## config.mk

```make
export PLATFORM = sky130hd
export DESIGN_NAME = alu_issue_queue_flat
export DESIGN_NICKNAME = d
export VERILOG_FILES = /design/src/rtl/fu_pkg.sv /design/src/rtl/alu_issue_queue_if.sv /design/src/rtl/alu_issue_queue_fifo.sv /design/src/rtl/alu_issue_queue.sv /design/src/flat_wrapper.sv
export SDC_FILE = /design/constraint.sdc
export NUM_CORES = 1
export LEC_CHECK = 0
export ABC_AREA = 1
export BUFFER_PORTS_ARGS = -buffer_cell sky130_fd_sc_hd__clkbuf_2
export CAP_MARGIN = 20
export CORE_ASPECT_RATIO = 0.75
export CORE_MARGIN = 5
export CORE_UTILIZATION = 45
export DETAILED_ROUTE_END_ITERATION = 16
export HOLD_SLACK_MARGIN = 0.05
export SETUP_SLACK_MARGIN = 0.3
export SYNTH_ARGS = -nofsm -noshare
export SYNTH_HDL_FRONTEND = slang
export SYNTH_HIERARCHICAL = 1
export SYNTH_SLANG_ARGS = --single-unit
```

## constraint.sdc

```tcl
create_clock -name clk -period 5.14 [get_ports clk]
set_input_delay 0.771 -clock clk [delete_from_list [all_inputs] [get_ports clk]]
set_output_delay 0.771 -clock clk [all_outputs]
set_load 0.02 [all_outputs]
```

## src/rtl/fu_pkg.sv

```systemverilog
// fu_pkg: shared ALU instruction type, issue-queue state encoding and ALU datapath widths
package fu_pkg;
  localparam int SIZE = 32;
  localparam int REG_NUM = 8;
  localparam int ALUOP_BITS = 3;
  localparam int RW = $clog2(REG_NUM);
  typedef struct packed {
    logic [ALUOP_BITS-1:0] ALUOp;
    logic [RW-1:0] src_reg1;
    logic [RW-1:0] src_reg2;
    logic use_imm;
    logic [SIZE-1:0] imm;
    logic [RW-1:0] dest_reg;
  } alu_instr_t;
  typedef enum logic [1:0] {IDLE, ISSUE, WAIT} iq_state_t;
endpackage

```

## src/rtl/alu_issue_queue_if.sv

```systemverilog
// alu_issue_queue_if: decoder-side valid/ready instruction channel plus FU_ALU issue/completion channel
//   master: the issue queue (takes in_* and Comp, drives in_ready, instruction fields, issue, fu_busy, issued_cnt)
//   slave : the surrounding decoder / FU_ALU side
interface alu_issue_queue_if;
  import fu_pkg::*;
  logic in_valid;
  logic in_ready;
  logic [ALUOP_BITS-1:0] in_ALUOp;
  logic [RW-1:0] in_src_reg1;
  logic [RW-1:0] in_src_reg2;
  logic in_use_imm;
  logic [SIZE-1:0] in_imm;
  logic [RW-1:0] in_dest_reg;
  logic [ALUOP_BITS-1:0] ALUOp;
  logic [RW-1:0] src_reg1;
  logic [RW-1:0] src_reg2;
  logic use_imm;
  logic [SIZE-1:0] imm;
  logic [RW-1:0] dest_reg1;
  logic issue;
  logic Comp;
  logic fu_busy;
  logic [15:0] issued_cnt;
  modport master (
    input in_valid, in_ALUOp, in_src_reg1, in_src_reg2, in_use_imm, in_imm, in_dest_reg, Comp,
    output in_ready, ALUOp, src_reg1, src_reg2, use_imm, imm, dest_reg1, issue, fu_busy, issued_cnt
  );
  modport slave (
    output in_valid, in_ALUOp, in_src_reg1, in_src_reg2, in_use_imm, in_imm, in_dest_reg, Comp,
    input in_ready, ALUOp, src_reg1, src_reg2, use_imm, imm, dest_reg1, issue, fu_busy, issued_cnt
  );
endinterface

```

## src/rtl/alu_issue_queue_fifo.sv

```systemverilog
// instr_fifo: synchronous FIFO of alu_instr_t; head is shown combinationally on dout
//   clk, rst: clock, sync active-high reset
//   push/din: write at tail; pop: advance head; count/full/empty: occupancy
module instr_fifo
  import fu_pkg::*;
#(
  parameter int DEPTH = 4
) (
  input  logic clk,
  input  logic rst,
  input  logic push,
  input  alu_instr_t din,
  input  logic pop,
  output alu_instr_t dout,
  output logic [$clog2(DEPTH+1)-1:0] count,
  output logic full,
  output logic empty
);
  localparam int PW = $clog2(DEPTH);
  localparam int CW = $clog2(DEPTH+1);
  alu_instr_t mem [DEPTH];
  logic [PW-1:0] head, tail;
  logic do_push, do_pop;
  assign full = count == CW'(DEPTH);
  assign empty = count == '0;
  assign do_push = push && !full;
  assign do_pop = pop && !empty;
  assign dout = mem[head];
  always_ff @(posedge clk)
    if (do_push) mem[tail] <= din;
  always_ff @(posedge clk) begin
    if (rst) begin
      head <= '0;
      tail <= '0;
      count <= '0;
    end else begin
      if (do_push) tail <= tail + 1'b1;
      if (do_pop) head <= head + 1'b1;
      count <= count + CW'(do_push) - CW'(do_pop);
    end
  end
endmodule

```

## src/rtl/alu_issue_queue.sv

```systemverilog
// alu_issue_queue: in-order issue stage feeding FU_ALU, one instruction in flight at a time
//   clk, rst: clock, sync active-high reset
//   bus (master): decoder push channel, registered instruction fields, issue pulse,
//                 Comp completion, fu_busy and wrapping 16-bit issued_cnt
module alu_issue_queue
  import fu_pkg::*;
#(
  parameter int DEPTH = 4
) (
  input logic clk,
  input logic rst,
  alu_issue_queue_if.master bus
);
  localparam int CW = $clog2(DEPTH+1);
  alu_instr_t in_instr, head, out_q;
  iq_state_t state, state_nxt;
  logic push, pop, full, empty;
  logic [CW-1:0] count;
  logic [15:0] cnt_q;
  assign in_instr = {bus.in_ALUOp, bus.in_src_reg1, bus.in_src_reg2, bus.in_use_imm, bus.in_imm, bus.in_dest_reg};
  assign bus.in_ready = count < CW'(DEPTH);
  assign push = bus.in_valid && !full;
  instr_fifo #(.DEPTH(DEPTH)) u_fifo (
    .clk(clk), .rst(rst), .push(push), .din(in_instr), .pop(pop),
    .dout(head), .count(count), .full(full), .empty(empty)
  );
  always_comb begin
    pop = state == IDLE && !empty;
    state_nxt = state == IDLE ? (pop ? ISSUE : IDLE) : (bus.Comp ? IDLE : WAIT);
  end
  always_ff @(posedge clk) begin
    if (rst) begin
      state <= IDLE;
      out_q <= '0;
      cnt_q <= '0;
    end else begin
      state <= state_nxt;
      if (pop) out_q <= head;
      if (state == ISSUE) cnt_q <= cnt_q + 1'b1;
    end
  end
  assign bus.issue = state == ISSUE;
  assign bus.fu_busy = state != IDLE;
  assign bus.issued_cnt = cnt_q;
  assign bus.ALUOp = out_q.ALUOp;
  assign bus.src_reg1 = out_q.src_reg1;
  assign bus.src_reg2 = out_q.src_reg2;
  assign bus.use_imm = out_q.use_imm;
  assign bus.imm = out_q.imm;
  assign bus.dest_reg1 = out_q.dest_reg;
endmodule

```

## src/flat_wrapper.sv

```systemverilog
// flat-port wrapper written by rule: the top's interface ports become plain ports
module alu_issue_queue_flat import fu_pkg::*;
#(
  parameter int DEPTH = 4
)
  (clk, rst, bus_in_valid, bus_in_ALUOp, bus_in_src_reg1, bus_in_src_reg2, bus_in_use_imm, bus_in_imm, bus_in_dest_reg, bus_Comp, bus_in_ready, bus_ALUOp, bus_src_reg1, bus_src_reg2, bus_use_imm, bus_imm, bus_dest_reg1, bus_issue, bus_fu_busy, bus_issued_cnt);
  alu_issue_queue_if bus_i ();
  input logic clk;
  input logic rst;
  input wire logic [$bits(bus_i.in_valid)-1:0] bus_in_valid;
  input wire logic [$bits(bus_i.in_ALUOp)-1:0] bus_in_ALUOp;
  input wire logic [$bits(bus_i.in_src_reg1)-1:0] bus_in_src_reg1;
  input wire logic [$bits(bus_i.in_src_reg2)-1:0] bus_in_src_reg2;
  input wire logic [$bits(bus_i.in_use_imm)-1:0] bus_in_use_imm;
  input wire logic [$bits(bus_i.in_imm)-1:0] bus_in_imm;
  input wire logic [$bits(bus_i.in_dest_reg)-1:0] bus_in_dest_reg;
  input wire logic [$bits(bus_i.Comp)-1:0] bus_Comp;
  output wire logic [$bits(bus_i.in_ready)-1:0] bus_in_ready;
  output wire logic [$bits(bus_i.ALUOp)-1:0] bus_ALUOp;
  output wire logic [$bits(bus_i.src_reg1)-1:0] bus_src_reg1;
  output wire logic [$bits(bus_i.src_reg2)-1:0] bus_src_reg2;
  output wire logic [$bits(bus_i.use_imm)-1:0] bus_use_imm;
  output wire logic [$bits(bus_i.imm)-1:0] bus_imm;
  output wire logic [$bits(bus_i.dest_reg1)-1:0] bus_dest_reg1;
  output wire logic [$bits(bus_i.issue)-1:0] bus_issue;
  output wire logic [$bits(bus_i.fu_busy)-1:0] bus_fu_busy;
  output wire logic [$bits(bus_i.issued_cnt)-1:0] bus_issued_cnt;
  assign bus_i.in_valid = bus_in_valid;
  assign bus_i.in_ALUOp = bus_in_ALUOp;
  assign bus_i.in_src_reg1 = bus_in_src_reg1;
  assign bus_i.in_src_reg2 = bus_in_src_reg2;
  assign bus_i.in_use_imm = bus_in_use_imm;
  assign bus_i.in_imm = bus_in_imm;
  assign bus_i.in_dest_reg = bus_in_dest_reg;
  assign bus_i.Comp = bus_Comp;
  assign bus_in_ready = bus_i.in_ready;
  assign bus_ALUOp = bus_i.ALUOp;
  assign bus_src_reg1 = bus_i.src_reg1;
  assign bus_src_reg2 = bus_i.src_reg2;
  assign bus_use_imm = bus_i.use_imm;
  assign bus_imm = bus_i.imm;
  assign bus_dest_reg1 = bus_i.dest_reg1;
  assign bus_issue = bus_i.issue;
  assign bus_fu_busy = bus_i.fu_busy;
  assign bus_issued_cnt = bus_i.issued_cnt;
  alu_issue_queue #(.DEPTH(DEPTH)) u_core (.clk(clk), .rst(rst), .bus(bus_i));
endmodule
```

==> impl_metrics.env <==
export IMPL_synth_yosys_seq_area_share_pct=70.3
export IMPL_peakVddDrop_mv=0.287
export IMPL_grt_pass1_wl_um=32600
export IMPL_cts_tree="yes"
export IMPL_end_kind="register"
export IMPL_setup_viol=0
export IMPL_grt_ovfl_total=0
export IMPL_numPortBuffers=112
export IMPL_required_ns=5.32
export IMPL_syn_instance_count=829
export IMPL_synth_cell_type_count=30
export IMPL_cts_setup_buffers=0
export IMPL_synth_top_cells_by_area="edfxtp_1 56%, dfxtp_1 15%, nor2_1 8.6%"
export IMPL_hold_class="in2reg"
export IMPL_dp_cells=1191
export IMPL_post_route_period_util_pct=55.2
export IMPL_crit_type="reg2reg"
export IMPL_cts_max_path_buffers=3
export IMPL_tns_ns=0
export IMPL_drive_gt1_share_pct=18.0
export IMPL_finalMaxSlewViolations=0
export IMPL_worstSkewPairLatency_ns=0.51
export IMPL_cts_made_buffers=25
export IMPL_place_hpwl_um=12200
export IMPL_syn_nets=886
export IMPL_clock_sinks=252
export IMPL_post_cts_resized=0
export IMPL_critPathLaunchType="register"
export IMPL_fp_dieW_um=180
export IMPL_routedWlPerCell_um=16.7
export IMPL_avgSynthCellArea_um2=11.7
export IMPL_finalPower_mw=6.17
export IMPL_fmax_ghz=0.353
export IMPL_powerDensity_nw_per_um2=557
export IMPL_place_ws_ns=2.05
export IMPL_final_area_um2=11100
export IMPL_final_util_pct=52.2
export IMPL_hold_slack_ns=0.428
export IMPL_grt_setup_unrepaired="no"
export IMPL_final_antenna_net_count=0
export IMPL_diodes=0
export IMPL_nNetsFinal=987
export IMPL_worst_slack_ns=2.30
export IMPL_synth_top_area_cell="edfxtp_1"
export IMPL_drc=0
export IMPL_clock_skew_ns=0.0136
export IMPL_relSlewSlack_pct=30.8
export IMPL_yosysTopAreaCellShare_pct=55.5
export IMPL_num_rows=46
export IMPL_placed_area_um2=10300
export IMPL_first_global_vias=5949
export IMPL_status="finished clean"
export IMPL_ys_warn_count=6
export IMPL_drt_iter0_drc=480
export IMPL_routed_wl_um=20600
export IMPL_final_common_cell="nor2_1"
export IMPL_antenna_found_initial=0
export IMPL_die_area_um2=24700
export IMPL_area_delta_synth_final_pct=13.8
export IMPL_maxCapViolCount=0
export IMPL_ys_ff_latch=252
export IMPL_grt_usage_pct=16.4
export IMPL_initial_utilization_pct=45.8
export IMPL_firstDrtPassIters=5
export IMPL_vias=6277
export IMPL_dieHeight_um=137
export IMPL_coreArea_um2=21200
export IMPL_clockRootBuffer="clkbuf_16"
export IMPL_met2_length_um=9330
export IMPL_wl_met1_um=9950
export IMPL_gp_congestion=0.783
export IMPL_final_cell_mix="220 x nor2_1, 180 x edfxtp_1, 112 x clkbuf_2, 93 x o21ai_1, 70 x dfxtp_1"
export IMPL_detailroute_wirelength_met3_um=985
export IMPL_fin_cells=1236
export IMPL_worst_pin_slew_ns=1.04
export IMPL_p_leak_nw=4.16
export IMPL_fin_crit_ns=2.84
export IMPL_grt_max_degree=91
export IMPL_hold_violations=0
export IMPL_clkTransAtPathRegs_ns=0.06
export IMPL_syn_area_um2=9730
export IMPL_crit_fanout=30
export IMPL_pin_count=113
export IMPL_h_tree_depth=1
export IMPL_highest_layer="met4"
export IMPL_cp_arrival_ns=3.02
export IMPL_holdBufCountCts=0
export IMPL_avgViaCountPerCell=5.08
==> flip-flops by register name, indices dropped and copies added, names as in the netlist, named ones only <==
signal and flops:
u_core/u_fifo/mem 180, u_core/bus.dest_reg1 3, u_core/bus.src_reg1 3, u_core/bus.ALUOp 3, u_core/bus.src_reg2 3, u_core/u_fifo/count 3
u_core/bus.use_imm 1, u_core/u_fifo/head 2, u_core/state 2, u_core/bus.imm 32, u_core/u_fifo/tail 2, u_core/bus.issued_cnt 16
==> cells in the mapped netlist <==
master and number:
nor3_1 2, nand3_1 12, o21ai_0 48, fa_1 1, nand2_1 39, inv_12 1
buf_8 4, nor3_2 1, o21bai_1 1, o22ai_1 45, buf_2 18, nor2_2 3
buf_6 12, nand4_1 2, ha_1 7, edfxtp_1 180, dfxtp_1 72, inv_1 34
clkinv_2 1, nor2_1 224, nor2_4 2, xor2_1 3, buf_4 4, a21oi_1 9
buf_12 5, or2_2 1, nand2_2 1, o21ai_1 93, inv_2 3, clkbuf_1 1
==> layout make-up <==
| cell class | count | area, µm² |
|---|---|---|
| clock inverters | 14 | 114 |
| fillers | 1923 | 10200 |
| inverters | 39 | 160 |
| repair buffers | 118 | 606 |
| multi-input cells | 494 | 2340 |
| flip-flops and latches | 252 | 6850 |
| well taps | 288 | 360 |
| clock buffers | 31 | 648 |
==> worst max-delay path, stage by stage (launching register included) <==
cell and delay (ns):
dfxtp_1 0.36, nor2_1 0.07, nand2_1 0.15, inv_1 0.06, nor2_1 0.25, nand2_1 0.31
nor2_4 0.87, buf_4 0.43
==> layer usage <==
layer | global-route usage [%] | vias up
met1 | 23.8 | 2998
met3 | 2.98 | 28
met4 | 3.68 | 0
met5 | 0 | -
li1 | - | 3097
met2 | 26.0 | 154
==> report_power, final <==
group | switching (mW) | internal, mW
Combinational | 1.18 | 0.490
Clock | 0.717 | 0.991
Sequential | 0.222 | 2.58
==> cell families after synthesis <==
logic type      Yosys count  share of synthesized area, %
simple gates            287                          11.6
xor+xnor                  3                         0.270
compound gates          196                          10.7
flops                   252                          70.3
fa+ha+maj                 8                          1.11
buf+inv                  83                          5.95
==> path summary, 6_finish.rpt <==
check                                     startpoint                                 end  slack, ns  depth (start not counted)
setup / recovery   u_core/u_fifo/count[1]$_SDFF_PP0_  u_core/u_fifo/mem[1][23]$_DFFE_PP_       2.30                          7
hold / removal                              bus_Comp          u_core/state[1]$_SDFF_PP0_       0.43                          2
setup reg to reg   u_core/u_fifo/count[1]$_SDFF_PP0_  u_core/u_fifo/mem[1][23]$_DFFE_PP_       2.30                          7
hold reg to reg   u_core/u_fifo/head[0]$_SDFFE_PP0P_  u_core/u_fifo/head[0]$_SDFFE_PP0P_       0.49                          2
Power figures use the tool's default switching activity.
